$ cat config.mk
export PLATFORM = sky130hd
export DESIGN_NAME = pixel_frame_loader
export DESIGN_NICKNAME = d
export VERILOG_FILES = /design/src/rtl/pixel_frame_loader.sv
export SDC_FILE = /design/constraint.sdc
export NUM_CORES = 1
export LEC_CHECK = 0
export ABC_AREA = 1
export BUFFER_PORTS_ARGS = -buffer_cell sky130_fd_sc_hd__buf_4
export CAP_MARGIN = 20
export CORE_MARGIN = 1.5
export CORE_UTILIZATION = 40
export DETAILED_ROUTE_END_ITERATION = 8
export PLACE_DENSITY = 0.7
export SLEW_MARGIN = 20
export SYNTH_ARGS = -nofsm -noshare
export SYNTH_HDL_FRONTEND = slang
export SYNTH_SLANG_ARGS = --single-unit
export TNS_END_PERCENT = 20
$ cat constraint.sdc
create_clock -name clk_clk -period 3.1 [get_ports clk_clk]
set_input_delay 0.31 -clock clk_clk [delete_from_list [all_inputs] [get_ports clk_clk]]
set_output_delay 0.31 -clock clk_clk [all_outputs]
set_load 0.02 [all_outputs]
$ cat src/rtl/pixel_frame_loader.sv
// rtl/pixel_frame_loader.sv - HPS pixel PIO to on-chip image RAM frame loader
//
// Purpose:
//   Accepts one pixel at a time from the HPS over a toggle handshake, packs it
//   into its sub-word slot of the RAM word, writes the image RAM, tracks the
//   row/column position in the frame and reports ack/done/busy/error status.
//
// Ports:
//   clk_clk                    system clock
//   reset_reset                synchronous, active-high reset
//   pixel_data_export          pixel value from the HPS PIO
//   pixel_status_write_export  [0] request toggle, [1] frame start level, [3:2] reserved
//   pixel_row_export           current row index (zero-extended)
//   pixel_status_read_export   [0] ack toggle, [1] frame done, [2] busy, [3] sticky error
//   image_ram_address          RAM word address
//   image_ram_clken/chipselect/write  RAM strobes, asserted together for one cycle
//   image_ram_writedata        pixel shifted into its slot
//   image_ram_byteenable       byte lanes of the written slot
//
// Optional feature:
//   PIXEL_SYNC_EN  when defined, status_write[1:0] goes through a 2-flop
//                  synchroniser before edge/toggle detection (handshake
//                  latency 4 cycles instead of 2).
module pixel_frame_loader #(
  parameter int PIX_W  = 24,
  parameter int DATA_W = 32,
  parameter int ADDR_W = 18,
  parameter int IMG_W  = 320,
  parameter int IMG_H  = 240
) (
  input  logic                clk_clk,
  input  logic                reset_reset,
  input  logic [PIX_W-1:0]    pixel_data_export,
  input  logic [3:0]          pixel_status_write_export,
  output logic [15:0]         pixel_row_export,
  output logic [3:0]          pixel_status_read_export,
  output logic [ADDR_W-1:0]   image_ram_address,
  output logic                image_ram_clken,
  output logic                image_ram_chipselect,
  output logic                image_ram_write,
  output logic [DATA_W-1:0]   image_ram_writedata,
  output logic [DATA_W/8-1:0] image_ram_byteenable
);

  localparam int PPW    = DATA_W / PIX_W;
  localparam int SLOT_W = (PPW > 1) ? $clog2(PPW) : 1;
  localparam int BE_W   = DATA_W / 8;
  localparam int PIX_B  = PIX_W / 8;
  // Byte lanes of slot 0; 24-bit pixels give 4'b0111.
  localparam logic [BE_W-1:0] BE_BASE = BE_W'((64'd1 << PIX_B) - 64'd1);

  typedef enum logic [2:0] {
    S_IDLE,
    S_WAIT_REQ,
    S_WRITE,
    S_ACK,
    S_DONE
  } state_t;

  // Control inputs as seen by the detectors.
  logic [1:0] w_ctl;

`ifdef PIXEL_SYNC_EN
  logic [1:0] r_sync1;
  logic [1:0] r_sync2;

  always_ff @(posedge clk_clk) begin
    if (reset_reset) begin
      r_sync1 <= 2'b00;
      r_sync2 <= 2'b00;
    end else begin
      r_sync1 <= pixel_status_write_export[1:0];
      r_sync2 <= r_sync1;
    end
  end

  assign w_ctl = r_sync2;
`else
  assign w_ctl = pixel_status_write_export[1:0];
`endif

  // Reserved control bits are accepted but carry no function.
  logic w_unused_rsvd;
  assign w_unused_rsvd = ^pixel_status_write_export[3:2];

  state_t              r_state;
  logic                r_req_seen;
  logic                r_start_prev;
  logic                r_ack;
  logic                r_done;
  logic                r_busy;
  logic                r_error;
  logic                r_err_ack_pend;
  logic [15:0]         r_col;
  logic [15:0]         r_row;
  logic [SLOT_W-1:0]   r_slot;
  logic [ADDR_W-1:0]   r_addr;
  logic                r_wr;
  logic [DATA_W-1:0]   r_wdata;
  logic [BE_W-1:0]     r_be;

  logic                w_start_rise;
  logic                w_req_pend;
  logic                w_slot_last;
  logic                w_col_last;
  logic                w_row_last;
  logic [31:0]         w_slot_off;
  logic [DATA_W-1:0]   w_pix_word;
  logic [BE_W-1:0]     w_pix_be;

  assign w_start_rise = w_ctl[1] & ~r_start_prev;
  assign w_req_pend   = w_ctl[0] ^ r_req_seen;
  assign w_slot_last  = (r_slot == SLOT_W'(PPW - 1));
  assign w_col_last   = (r_col == 16'(IMG_W - 1));
  assign w_row_last   = (r_row == 16'(IMG_H - 1));
  assign w_slot_off   = 32'(r_slot) * 32'(PIX_W);
  assign w_pix_word   = DATA_W'(pixel_data_export) << w_slot_off;
  assign w_pix_be     = BE_BASE << (w_slot_off >> 3);

  always_ff @(posedge clk_clk) begin
    if (reset_reset) begin
      r_state        <= S_IDLE;
      r_req_seen     <= 1'b0;
      r_start_prev   <= 1'b0;
      r_ack          <= 1'b0;
      r_done         <= 1'b0;
      r_busy         <= 1'b0;
      r_error        <= 1'b0;
      r_err_ack_pend <= 1'b0;
      r_col          <= 16'd0;
      r_row          <= 16'd0;
      r_slot         <= '0;
      r_addr         <= '0;
      r_wr           <= 1'b0;
      r_wdata        <= '0;
      r_be           <= '0;
    end else begin
      r_start_prev <= w_ctl[1];
      r_wr         <= 1'b0;

      // A stray request absorbed in IDLE/DONE is still acked one cycle later
      // so the HPS never waits forever; a frame start does not cancel this.
      if (r_err_ack_pend) begin
        r_ack          <= ~r_ack;
        r_err_ack_pend <= 1'b0;
      end

      if (w_start_rise) begin
        // Frame start wins over everything, including a request arriving in
        // the same cycle, which stays pending for WAIT_REQ.
        r_state <= S_WAIT_REQ;
        r_busy  <= 1'b0;
        r_done  <= 1'b0;
        r_error <= 1'b0;
        r_col   <= 16'd0;
        r_row   <= 16'd0;
        r_slot  <= '0;
        r_addr  <= '0;
      end else begin
        case (r_state)
          S_IDLE, S_DONE: begin
            if (w_req_pend) begin
              r_req_seen     <= w_ctl[0];
              r_error        <= 1'b1;
              r_err_ack_pend <= 1'b1;
            end
          end

          S_WAIT_REQ: begin
            if (w_req_pend) begin
              r_req_seen <= w_ctl[0];
              r_wdata    <= w_pix_word;
              r_be       <= w_pix_be;
              r_wr       <= 1'b1;
              r_busy     <= 1'b1;
              r_state    <= S_WRITE;
            end
          end

          S_WRITE: begin
            r_state <= S_ACK;
          end

          S_ACK: begin
            r_ack  <= ~r_ack;
            r_busy <= 1'b0;
            if (w_col_last) begin
              // Row end always moves to a fresh word so rows start aligned.
              r_col  <= 16'd0;
              r_slot <= '0;
              r_addr <= r_addr + ADDR_W'(1);
              if (w_row_last) begin
                r_done  <= 1'b1;
                r_state <= S_DONE;
              end else begin
                r_row   <= r_row + 16'd1;
                r_state <= S_WAIT_REQ;
              end
            end else begin
              r_col   <= r_col + 16'd1;
              r_state <= S_WAIT_REQ;
              if (w_slot_last) begin
                r_slot <= '0;
                r_addr <= r_addr + ADDR_W'(1);
              end else begin
                r_slot <= r_slot + SLOT_W'(1);
              end
            end
          end

          default: begin
            r_state <= S_IDLE;
          end
        endcase
      end
    end
  end

  assign pixel_row_export         = r_row;
  assign pixel_status_read_export = {r_error, r_busy, r_done, r_ack};
  assign image_ram_address        = r_addr;
  assign image_ram_clken          = r_wr;
  assign image_ram_chipselect     = r_wr;
  assign image_ram_write          = r_wr;
  assign image_ram_writedata      = r_wdata;
  assign image_ram_byteenable     = r_be;

endmodule

==> summary.txt, run 1 <==
Pwr
  • Net Sw Frac: 25.8%
  • Max rail drop VDD: 0.219 mV
  • Logic pwr share: 8.9%
  • Seq pwr share: between 50% and 60%
  • Leak: 2.00 nW
  • Clock power frac: 37.4%
  • Pwr dens: roughly 420 nW/um^2
  • Power Internal: 1.58 mW
  • Sw power: 0.549 mW

Floorplan
  • I/O Pins: 107
  • Row count: 37
  • Height of the die: 106 um
  • Core Area: between 10,000 and 15,000 um^2
  • Starting Density: just over 40%
  • Die width: 106 um
  • Die ar.: 11,200 um^2

Job
  • Total of max-cap violations: 0

Synthesis
  • Register area share after synthesis: 40.7%
  • Mean Syn Cell Area: 7.03 um^2
  • Main synth FF type: dfxtp_1
  • Number of synthesized flops with an enable pin: 0
  • Synthesized flop and latch total: 86
  • Synth async-reset ratio: 0%
  • Syn Inst Count: 601
  • Yosys warns: 0
  • Netlist cell types: 33
  • Synth Cell Area: 4230 um^2

Final layout
  • N_diodes: 0
  • FILL cells: 1,001
  • Nets: between 700 and 800
  • P&R area growth vs syn: 20.7%
  • Share of layout cells above drive strength 1: 20.7%
  • Most frequent cells in the layout: nand2_1, buf_4, dfxtp_1
  • Area of the multi-input gates: between 2000 and 2500 um^2
  • Register Area: 1720 um^2
  • Most common cell after layout, fill and taps aside: nand2_1

Clock tree
  • Hold Buf Count CTS: 0
  • Clock Path Buffers: 2
  • # H-tree levels: 3
  • Resize count post-CTS: 0
  • Number of CTS-inserted buffers: 9
  • Clk slew on worst S/H paths: 0.09 ns
  • CTS tree: built
  • Root Buffer Master: clkbuf_8
  • CTS sink count: 86
  • Worst skew pair latency: approximately 0.36 ns
  • Total setup buffers inserted after CTS: 0

STA
  • Worst slew margin: 61.3%
  • Final min period: ~2.0 ns
  • Fin. Hold Viols: 0
  • Setup TNS: 0 ns
  • RSZ-0062 raised after global routing: false
  • Worst-margin pin slew: 0.579 ns
  • Clock skew: 0.00917 ns
  • Final setup viols: 0
  • Final WS setup: 1.11 ns
  • Final Slew Violations: 0
  • Post-route clock period utilization: around 64%
  • FMAX: around 500 MHz

Global route
  • First-pass GRT wire length: between 15,000 and 20,000 um
  • Number of global-route vias before repair: 3,571
  • Largest net degree at the start of global routing: 31
  • Grt total ovfl: 0
  • Antenna violations before repair: 0
  • Total track usage: 17.2%

Setup path
  • Crit path cell chain: nor2_1 > nor2_2 > buf_4 > nand2_1 > inv_1 > nand2_1 > a21oi_1
  • Setup crit start kind: register
  • Worst reg2reg setup slack: 1.11 ns
  • CP Data Arrival Time: approximately 2.3 ns
  • Slowest stage delay, CP: 0.48 ns
  • CP Class: reg2reg
  • Crit-path slowest cell: nor2_2
  • Worst Setup End Kind: register
  • Data required time of the critical path: around 3.4 ns
  • Crit path top cell by count: nand2_1
  • Critical-path maximum fanout: 16

Place
  • DP HPWL: 6840 um
  • Pre-CTS setup slack: 0.904 ns
  • Port Buf Inserts: 95
  • GPL Wtd Cong: 0.852

Min path
  • HP Class: in2reg

Routing
  • Routed wire length: roughly 9300 um
  • Post-route DRC: 0
  • Via count: 3,931
  • DR vias/cell: ~4.8
  • DR iter-0 viols: 215
  • First-pass iteration count of the detailed router: 5
  • Antenna Violating Nets Remaining: 0
  • Drt wl/cell: between 10 and 15 um

Status
  • Outcome: finished, final reports clean
stage by stage:
| stage | hold WS [ns] | power (mW) | cells | utilization [%] | area [um^2] |
|---|---|---|---|---|---|
| 2_1_floorplan | 0.428 | 1.30 | 609 | - | 4260 |
| 3_3_place_gp | 0.441 | 1.35 | 808 | 47.7 | 4910 |
| 3_5_place_dp | 0.445 | 1.36 | 808 | 47.7 | 4910 |
| 4_1_cts | 0.160 | 2.15 | 823 | 49.6 | 5100 |
| 5_1_grt | 0.163 | 2.22 | 823 | 49.6 | 5100 |
| 6_report | 0.167 | 2.12 | 823 | 49.6 | 5100 |
state kept, by name, summed over array words and instances, names as in the netlist:
register / count
r_ack: 1
r_err_ack_pend: 1
r_start_prev: 1
image_ram_writedata: 24
r_col: 16
r_done: 1
r_error: 1
r_state: 3
r_busy: 1
pixel_row_export: 16
image_ram_address: 18
image_ram_chipselect: 1
image_ram_byteenable: 1
r_req_seen: 1
kinds of logic after synthesis:
group | synth area share [%]
XOR/XNOR | 1.66
adder cells (fa/ha/maj) | 0.888
AND/OR/NAND/NOR | 35.3
flip-flops | 40.7
AO/OA/AOI/OAI | 10.1
other | 0.0887
buffers and inverters | 11.2
metal layers:
layer  vias up  routed length [um]  track usage [%]
li1       2048                   -                -
met1      1778                4300             21.0
met2        89                4450             29.7
met3        16                 403             3.59
met4         0                 191             6.56
met5         -                   0                0
path summary, 6_finish.rpt:
| kind | from | end | cells past startpoint |
|---|---|---|---|
| worst max-delay path | r_start_prev | r_col[7] | 7 |
| worst min-delay path | pixel_status_write_export[1] | r_start_prev | 3 |
| worst max register to register | r_start_prev | r_col[7] | 7 |
| worst min register to register | r_error | r_error | 1 |
synth_stat cells (2+ instances only):
cell type,count,share of area [%]
nand3_1,39,4.6
a31oi_1,4,0.59
buf_2,4,0.47
nand3_2,3,0.71
o21bai_1,2,0.36
nor2_4,10,2.7
xnor2_1,2,0.41
nor3_1,17,2.0
nor2_2,6,0.89
clkbuf_1,5,0.44
o21ai_0,8,0.95
xor2_1,6,1.2
nor2_1,86,7.6
ha_1,3,0.89
a21oi_1,56,6.6
nand2_2,3,0.44
a211oi_1,3,0.53
inv_2,4,0.36
dfxtp_1,86,41
nand3_4,2,0.83
nand4_1,6,0.89
o21ai_1,6,0.71
nand2_1,151,13
buf_6,7,1.9
nor4_1,2,0.30
buf_4,17,3.0
inv_1,57,5.1
power by group through the flow:
stage / Clock, mW / Sequential [mW] / Combinational, mW
6_report: 0.794 / 1.14 / 0.188
3_5_place_dp: 0 / 1.17 / 0.189
4_1_cts: 0.816 / 1.14 / 0.189
3_3_place_gp: 0 / 1.17 / 0.186
5_1_grt: 0.866 / 1.15 / 0.207
2_1_floorplan: 0 / 1.18 / 0.120
layout make-up:
cell class	instances	share of cell area (%)
multi-input cells	429	40.5
well taps	136	3.34
repair buffers	96	14.1
clock buffers	9	2.43
clock inverters	6	1.40
flip-flops and latches	86	33.8
inverters	61	4.49
worst max-delay path: cells and delay by family, from the launching register on:
kind | cells | cell delay, ns
compound gates | 1 | 0.12
buf+inv | 2 | 0.58
flops | 1 | 0.32
simple gates | 4 | 0.91
Note: power is estimated with default switching activity, not from simulation.
==> run 2, diff against run 1 <==
Settings changed: ABC_AREA 1 to 0, PLACE_DENSITY 0.7 to 0.74.
Clock period 3.1 ns to 1.73 ns, I/O delays scaled along.
==> summary.txt, run 2 <==
Final layout
  • FILL cells: 784 (-22%)
  • Final Util: 60.3% (+11 points)
  • Max reg flops: 24 (unchanged)
  • Area of the multi-input gates: 2040 um^2 (-1.2%)
  • Most common cell after layout, fill and taps aside: buf_4
  • N_diodes: 0 (unchanged)
  • Share of layout cells above drive strength 1: 41.6% (+21 points)
  • Register Area: 1740 um^2 (+1.1%)
  • Most frequent cells in the layout: buf_4, dfxtp_1, nand2_1
  • Nets: 627 (-12%)
  • P&R area growth vs syn: 47.2%

Clock tree
  • Number of CTS-inserted buffers: 9 (unchanged)
  • Clk slew on worst S/H paths: 0.10 ns (about the same)
  • # H-tree levels: 3 (unchanged)
  • Root Buffer Master: clkbuf_8
  • Worst skew pair latency: 0.36 ns (about the same)
  • Hold Buf Count CTS: 0 (unchanged)
  • CTS tree: built
  • CTS sink count: 86 (unchanged)
  • Clock Path Buffers: 2 (unchanged)

STA
  • RSZ-0062 raised after global routing: true
  • Final setup viols: 27 (+27)
  • Final WS setup: -0.0795 ns (-1.19 ns)
  • Final min period: 1.81 ns (-0.182 ns)
  • Post-route clock period utilization: 105% (+40 points)
  • Final hold slack: 0.0532 ns (-0.114 ns)
  • Clock skew: 0.0142 ns (+0.00506 ns)
  • Worst-margin pin slew: 0.602 ns (+0.0227 ns)
  • FMAX: 553 MHz (+10%)
  • Final Slew Violations: 0 (unchanged)
  • Fin. Hold Viols: 0 (unchanged)
  • Worst slew margin: 59.7% (-1.6 points)

Global route
  • Total track usage: 18.6% (+1.4 points)
  • Grt total ovfl: 0 (unchanged)
  • Number of global-route vias before repair: 3,207 (-10%)
  • Antenna violations before repair: 0 (unchanged)
  • Largest net degree at the start of global routing: 25 (-19%)
  • First-pass GRT wire length: 15,100 um (-4.8%)

Synthesis
  • Register area share after synthesis: 45.9% (+5.2 points)
  • Top cells by count, synth: dfxtp_1, nand2_1, nor2_1
  • Syn Inst Count: 442 (-26%)
  • Synth area leaders: dfxtp_1, nand2_1, a21oi_1, xor2_1, nor2_1
  • Yosys warns: 0 (unchanged)
  • Main synth FF type: dfxtp_1
  • Top-area cell type share of the netlist area: 45.9% (+5.2 points)
  • Synth Cell Area: 3750 um^2 (-11%)
  • Leading area contributor after synthesis: dfxtp_1
  • Number of synthesized flops with an enable pin: 0 (unchanged)
  • Synth async-reset ratio: 0% (unchanged)
  • Mean Syn Cell Area: 8.49 um^2 (+21%)
  • Most frequent cell after synthesis: dfxtp_1
  • Netlist cell types: 45 (+36%)
  • Synthesized flop and latch total: 86 (unchanged)

Routing
  • DR vias/cell: 5.08 (+6.4%)
  • Routed wire length: 9900 um (+6.0%)
  • Drt wl/cell: 13.9 um (+23%)
  • Post-route DRC: 0 (unchanged)
  • First-pass iteration count of the detailed router: 4 (-1)
  • Via count: 3,608 (-8.2%)
  • Antenna Violating Nets Remaining: 0 (unchanged)
  • DR iter-0 viols: 127 (-41%)

Status
  • Violations in the final reports: negative setup slack
  • Outcome: finished with violations

Floorplan
  • I/O Pins: 107 (unchanged)
  • Starting Density: 41.0% (-0.15 points)
  • Die ar.: 9970 um^2 (-11%)
  • Core Area: 9150 um^2 (-11%)
  • Row count: 35 (-5.4%)
  • Die width: 99.8 um (-5.6%)
  • Height of the die: 99.8 um (-5.6%)

Setup path
  • Worst Setup End Kind: register
  • Critical-path maximum fanout: 4 (-12)
  • CP Data Arrival Time: 2.10 ns (-0.18 ns)
  • CP Class: reg2reg
  • Setup crit start kind: register
  • Data required time of the critical path: 2.02 ns (-1.37 ns)

Job
  • Total of max-cap violations: 0 (unchanged)

Pwr
  • Leak: 2.26 nW (+13%)
  • Pwr dens: 701 nW/um^2 (+68%)
  • Max rail drop VDD: 0.392 mV (+79%)
  • Total Power: 3.87 mW (+82%)

Place
  • Port Buf Inserts: 95 (unchanged)
  • DP HPWL: 6920 um (+1.1%)
  • Pre-CTS setup slack: -0.166 ns (-1.07 ns)
  • GPL Wtd Cong: 0.843 (-1.1%)

Min path
  • HP Class: in2reg
-- run 2: final cells by class --
cell class                 count  area share (%)
inverter                       7           0.476
tap                          111            2.51
multi-input combinational    321            37.0
clock inverter                 7            1.45
timing repair buffer         169            24.9
clock buffer                   9            2.24
sequential                    86            31.5
-- run 2: layer usage --
layer	GRT usage (%)	wire length [um]	up-vias	share of wire, %
li1	-	-	1800	-
met1	23.5	4360	1716	44
met2	31.5	5040	79	51
met3	3.34	360	13	3.6
met4	7.48	137	0	1.4
met5	0	0	-	0
-- run 2: worst max-delay path, cell delays in order, from the launching register on --
cell and delay (ns):
dfxtp_2 0.37, ha_4 0.15, nand3_4 0.07, nand2b_4 0.14, or4_4 0.53, or4_1 0.42, nand2_1 0.07
-- run 2: kinds of logic after synthesis --
family | after synthesis | share of synthesized area, %
buffers and inverters | 43 | 6.57
adders and majority gates | 3 | 1.00
muxes | 3 | 0.801
AOI/OAI and AO/OA | 53 | 7.81
and+or+nand+nor | 215 | 29.0
xor gates and xnor gates | 38 | 8.87
DFF | 86 | 45.9
other | 1 | 0.100
-- run 2: path summary, 6_finish.rpt --
| check | end | start | cells after the start | slack (ns) |
|---|---|---|---|---|
| worst max-delay path | pixel_row_export[14] | r_col[1] | 6 | -0.08 |
| worst min register to register | image_ram_writedata[10] | image_ram_writedata[10] | 2 | 0.46 |
| worst max register to register | pixel_row_export[14] | r_col[1] | 6 | -0.08 |
| worst min-delay path | image_ram_writedata[0] | pixel_data_export[0] | 3 | 0.05 |
-- run 2: stage by stage --
| stage | instances | setup TNS (ns) | instance area [um^2] |
|---|---|---|---|
| floorplan | 450 | -0.482 | 3830 |
| global placement | 685 | -0.259 | 5000 |
| detailed placement | 685 | -0.368 | 5000 |
| CTS | 701 | -0.435 | 5250 |
| global route | 710 | -4.66 | 5520 |
| finish | 710 | -0.991 | 5520 |
-- run 2: power breakdown --
| part | switching [mW] | internal [mW] | leakage, nW | total (mW) |
|---|---|---|---|---|
| Clock | 0.767 | 0.685 | 0.102 | 1.45 |
| Combinational | 0.213 | 0.171 | 1.46 | 0.384 |
| Sequential | 0.0210 | 2.01 | 0.702 | 2.03 |
| Total | 1.00 | 2.87 | 2.26 | 3.87 |
-- run 2: timing repair --
action,CTS,global route
setup endpoints to repair,12,59
resized for setup,9,46
setup buffers,0,7
pin swaps,6,18
gates cloned,0,2
==> run 3, diff against run 2 <==
Settings changed: ABC_AREA 0 to not set, CORE_UTILIZATION 40 to 47, CTS_CLUSTER_DIAMETER set to 60, PLACE_DENSITY 0.74 to 0.83.
==> summary.txt, run 3 (synthesized netlist as in run 2, its figures left out) <==
Place
  • DP HPWL: 6870 um (-0.65%)
  • GPL Wtd Cong: 0.817 (-3.0%)
  • Pre-CTS setup slack: -0.171 ns (-0.00493 ns)
  • Port Buf Inserts: 95 (unchanged)
  • Placed Instances: 683 (-0.29%)

Job
  • Total of max-cap violations: 0 (unchanged)

Setup path
  • Crit-path slowest cell: or4_4
  • Crit path top cell by count: buf_6
  • Data required time of the critical path: 2.03 ns (about the same)
  • WP buf/inv: 3 (+3)
  • Crit path cell chain: buf_6 > buf_6 > nand3b_1 > nor2_4 > buf_6 > nand2_4 > or4_4 > nand2_1
  • Worst Setup End Kind: register
  • Setup crit start kind: register
  • Critical-path maximum fanout: 5 (+1)
  • CP Class: reg2reg
  • CP delay by family, top: simple AND/OR/NAND/NOR gates
  • CP Data Arrival Time: 2.25 ns (+0.15 ns)
  • Worst reg2reg setup slack: -0.22 ns (-0.14 ns)
  • Slowest stage delay, CP: 0.47 ns (-0.06 ns)

STA
  • Final Slew Violations: 0 (unchanged)
  • Fin. Hold Viols: 0 (unchanged)
  • Clock skew: 0.00990 ns (-0.00433 ns)
  • Final hold slack: 0.0463 ns (-0.00688 ns)
  • Final setup viols: 57 (+110%)
  • Post-route clock period utilization: 113% (+8.1 points)
  • FMAX: 513 MHz (-7.2%)
  • Final min period: 1.95 ns (+0.140 ns)
  • Final WS setup: -0.220 ns (-0.140 ns)
  • RSZ-0062 raised after global routing: true

Pwr
  • Leak: 2.46 nW (+9.1%)
  • Total Power: 4.21 mW (+8.8%)
  • Max rail drop VDD: 0.706 mV (+80%)
  • Pwr dens: 726 nW/um^2 (+3.6%)

Clock tree
  • CTS sink count: 86 (unchanged)
  • Root Buffer Master: clkbuf_8
  • # H-tree levels: 3 (unchanged)
  • Worst skew pair latency: 0.37 ns (about the same)
  • Clock Path Buffers: 2 (unchanged)
  • Clk slew on worst S/H paths: 0.09 ns (about the same)
  • Number of CTS-inserted buffers: 9 (unchanged)
  • Hold Buf Count CTS: 0 (unchanged)
  • CTS tree: built

Floorplan
  • Height of the die: 92.3 um (-7.5%)
  • Die ar.: 8530 um^2 (-14%)
  • Die width: 92.3 um (-7.5%)
  • Row count: 32 (-8.6%)
  • I/O Pins: 107 (unchanged)
  • Starting Density: 48.5% (+7.6 points)
  • Core Area: 7730 um^2 (-16%)

Routing
  • DR vias/cell: 5.50 (+8.3%)
  • Via count: 3,939 (+9.2%)
  • Antenna Violating Nets Remaining: 0 (unchanged)
  • First-pass iteration count of the detailed router: 5 (+1)
  • Drt wl/cell: 16.6 um (+19%)
  • Routed wire length: 11,900 um (+20%)
  • DR iter-0 viols: 266 (+110%)
  • Post-route DRC: 0 (unchanged)

Final layout
  • Share of layout cells above drive strength 1: 44.6% (+3.1 points)
  • N_diodes: 0 (unchanged)
  • Nets: 642 (+2.4%)
  • Final Util: 75.0% (+15 points)
  • P&R area growth vs syn: 54.6%
  • Final non-filler cell total: 716 (+0.85%)
  • Max reg flops: 24 (unchanged)
  • Most common cell after layout, fill and taps aside: buf_4
  • Most frequent cells in the layout: buf_4, dfxtp_1, nand2_1

Global route
  • Grt total ovfl: 0 (unchanged)
  • Largest net degree at the start of global routing: 33 (+32%)
  • Antenna violations before repair: 0 (unchanged)
  • First-pass GRT wire length: 17,000 um (+13%)
  • Number of global-route vias before repair: 3,721 (+16%)
  • Total track usage: 25.0% (+6.3 points)

Min path
  • HP Class: in2reg

Status
  • Outcome: finished with violations
  • Violations in the final reports: negative setup slack
==> run 3: changes by cell type in the layout (fill, tap and decap cells not counted), moves of 3 or more <==
cell     before  now
dfxtp_1      73   77
or4_4         2    5
nor3_1       11    6
dfxtp_2      12    8
nand2_1      70   61
nand2_4       1   10
nor3_2        0    5
buf_6         5    9
or4_1         4    1
buf_4       158  168
==> run 3: area by class of cell <==
| class | count | area (um^2) |
|---|---|---|
| Inverter | 7 | 26.3 |
| Clock inverter | 6 | 97.6 |
| Sequential cell | 86 | 1740 |
| Timing Repair Buffer | 184 | 1530 |
| Multi-Input combinational cell | 321 | 2140 |
| Clock buffer | 10 | 149 |
| Tap cell | 102 | 128 |
| Fill cell | 491 | 1930 |
==> run 3: timing repair <==
action / 4_1_cts / 5_1_grt
pin swaps: 17 / 23
resized for setup: 24 / 55
endpoints found under the setup margin: 49 / 65
buffers inserted: 5 / 8
cloned: 2 / 2
==> run 3: routing by layer <==
layer | GRT usage (%) | share of wire [%] | up-vias
met5 | 0 | 0 | -
met4 | 14.2 | 4.4 | 0
met3 | 4.43 | 4.6 | 50
met2 | 42.5 | 52 | 171
met1 | 29.5 | 39 | 1891
li1 | - | - | 1827
==> run 3: metrics by stage <==
stage | area [um^2] | setup TNS, ns
after global placement | 5030 | -0.222
after CTS | 5490 | -3.45
after floorplan | 3830 | -0.482
final | 5800 | -5.34
after detailed placement | 5030 | -0.574
after global routing | 5800 | -8.11
==> run 3: path summary, 6_finish.rpt <==
kind,startpoint,depth (start not counted),end
hold reg to reg,image_ram_writedata[11],2,image_ram_writedata[11]
setup / recovery,r_state[2],8,pixel_row_export[9]
setup reg to reg,r_state[2],8,pixel_row_export[9]
hold / removal,pixel_status_write_export[1],2,r_start_prev
==> run 3: where the power goes <==
group | switching, mW | internal, mW
sequential | 0.0234 | 2.01
clock | 0.798 | 0.927
combinational | 0.246 | 0.203
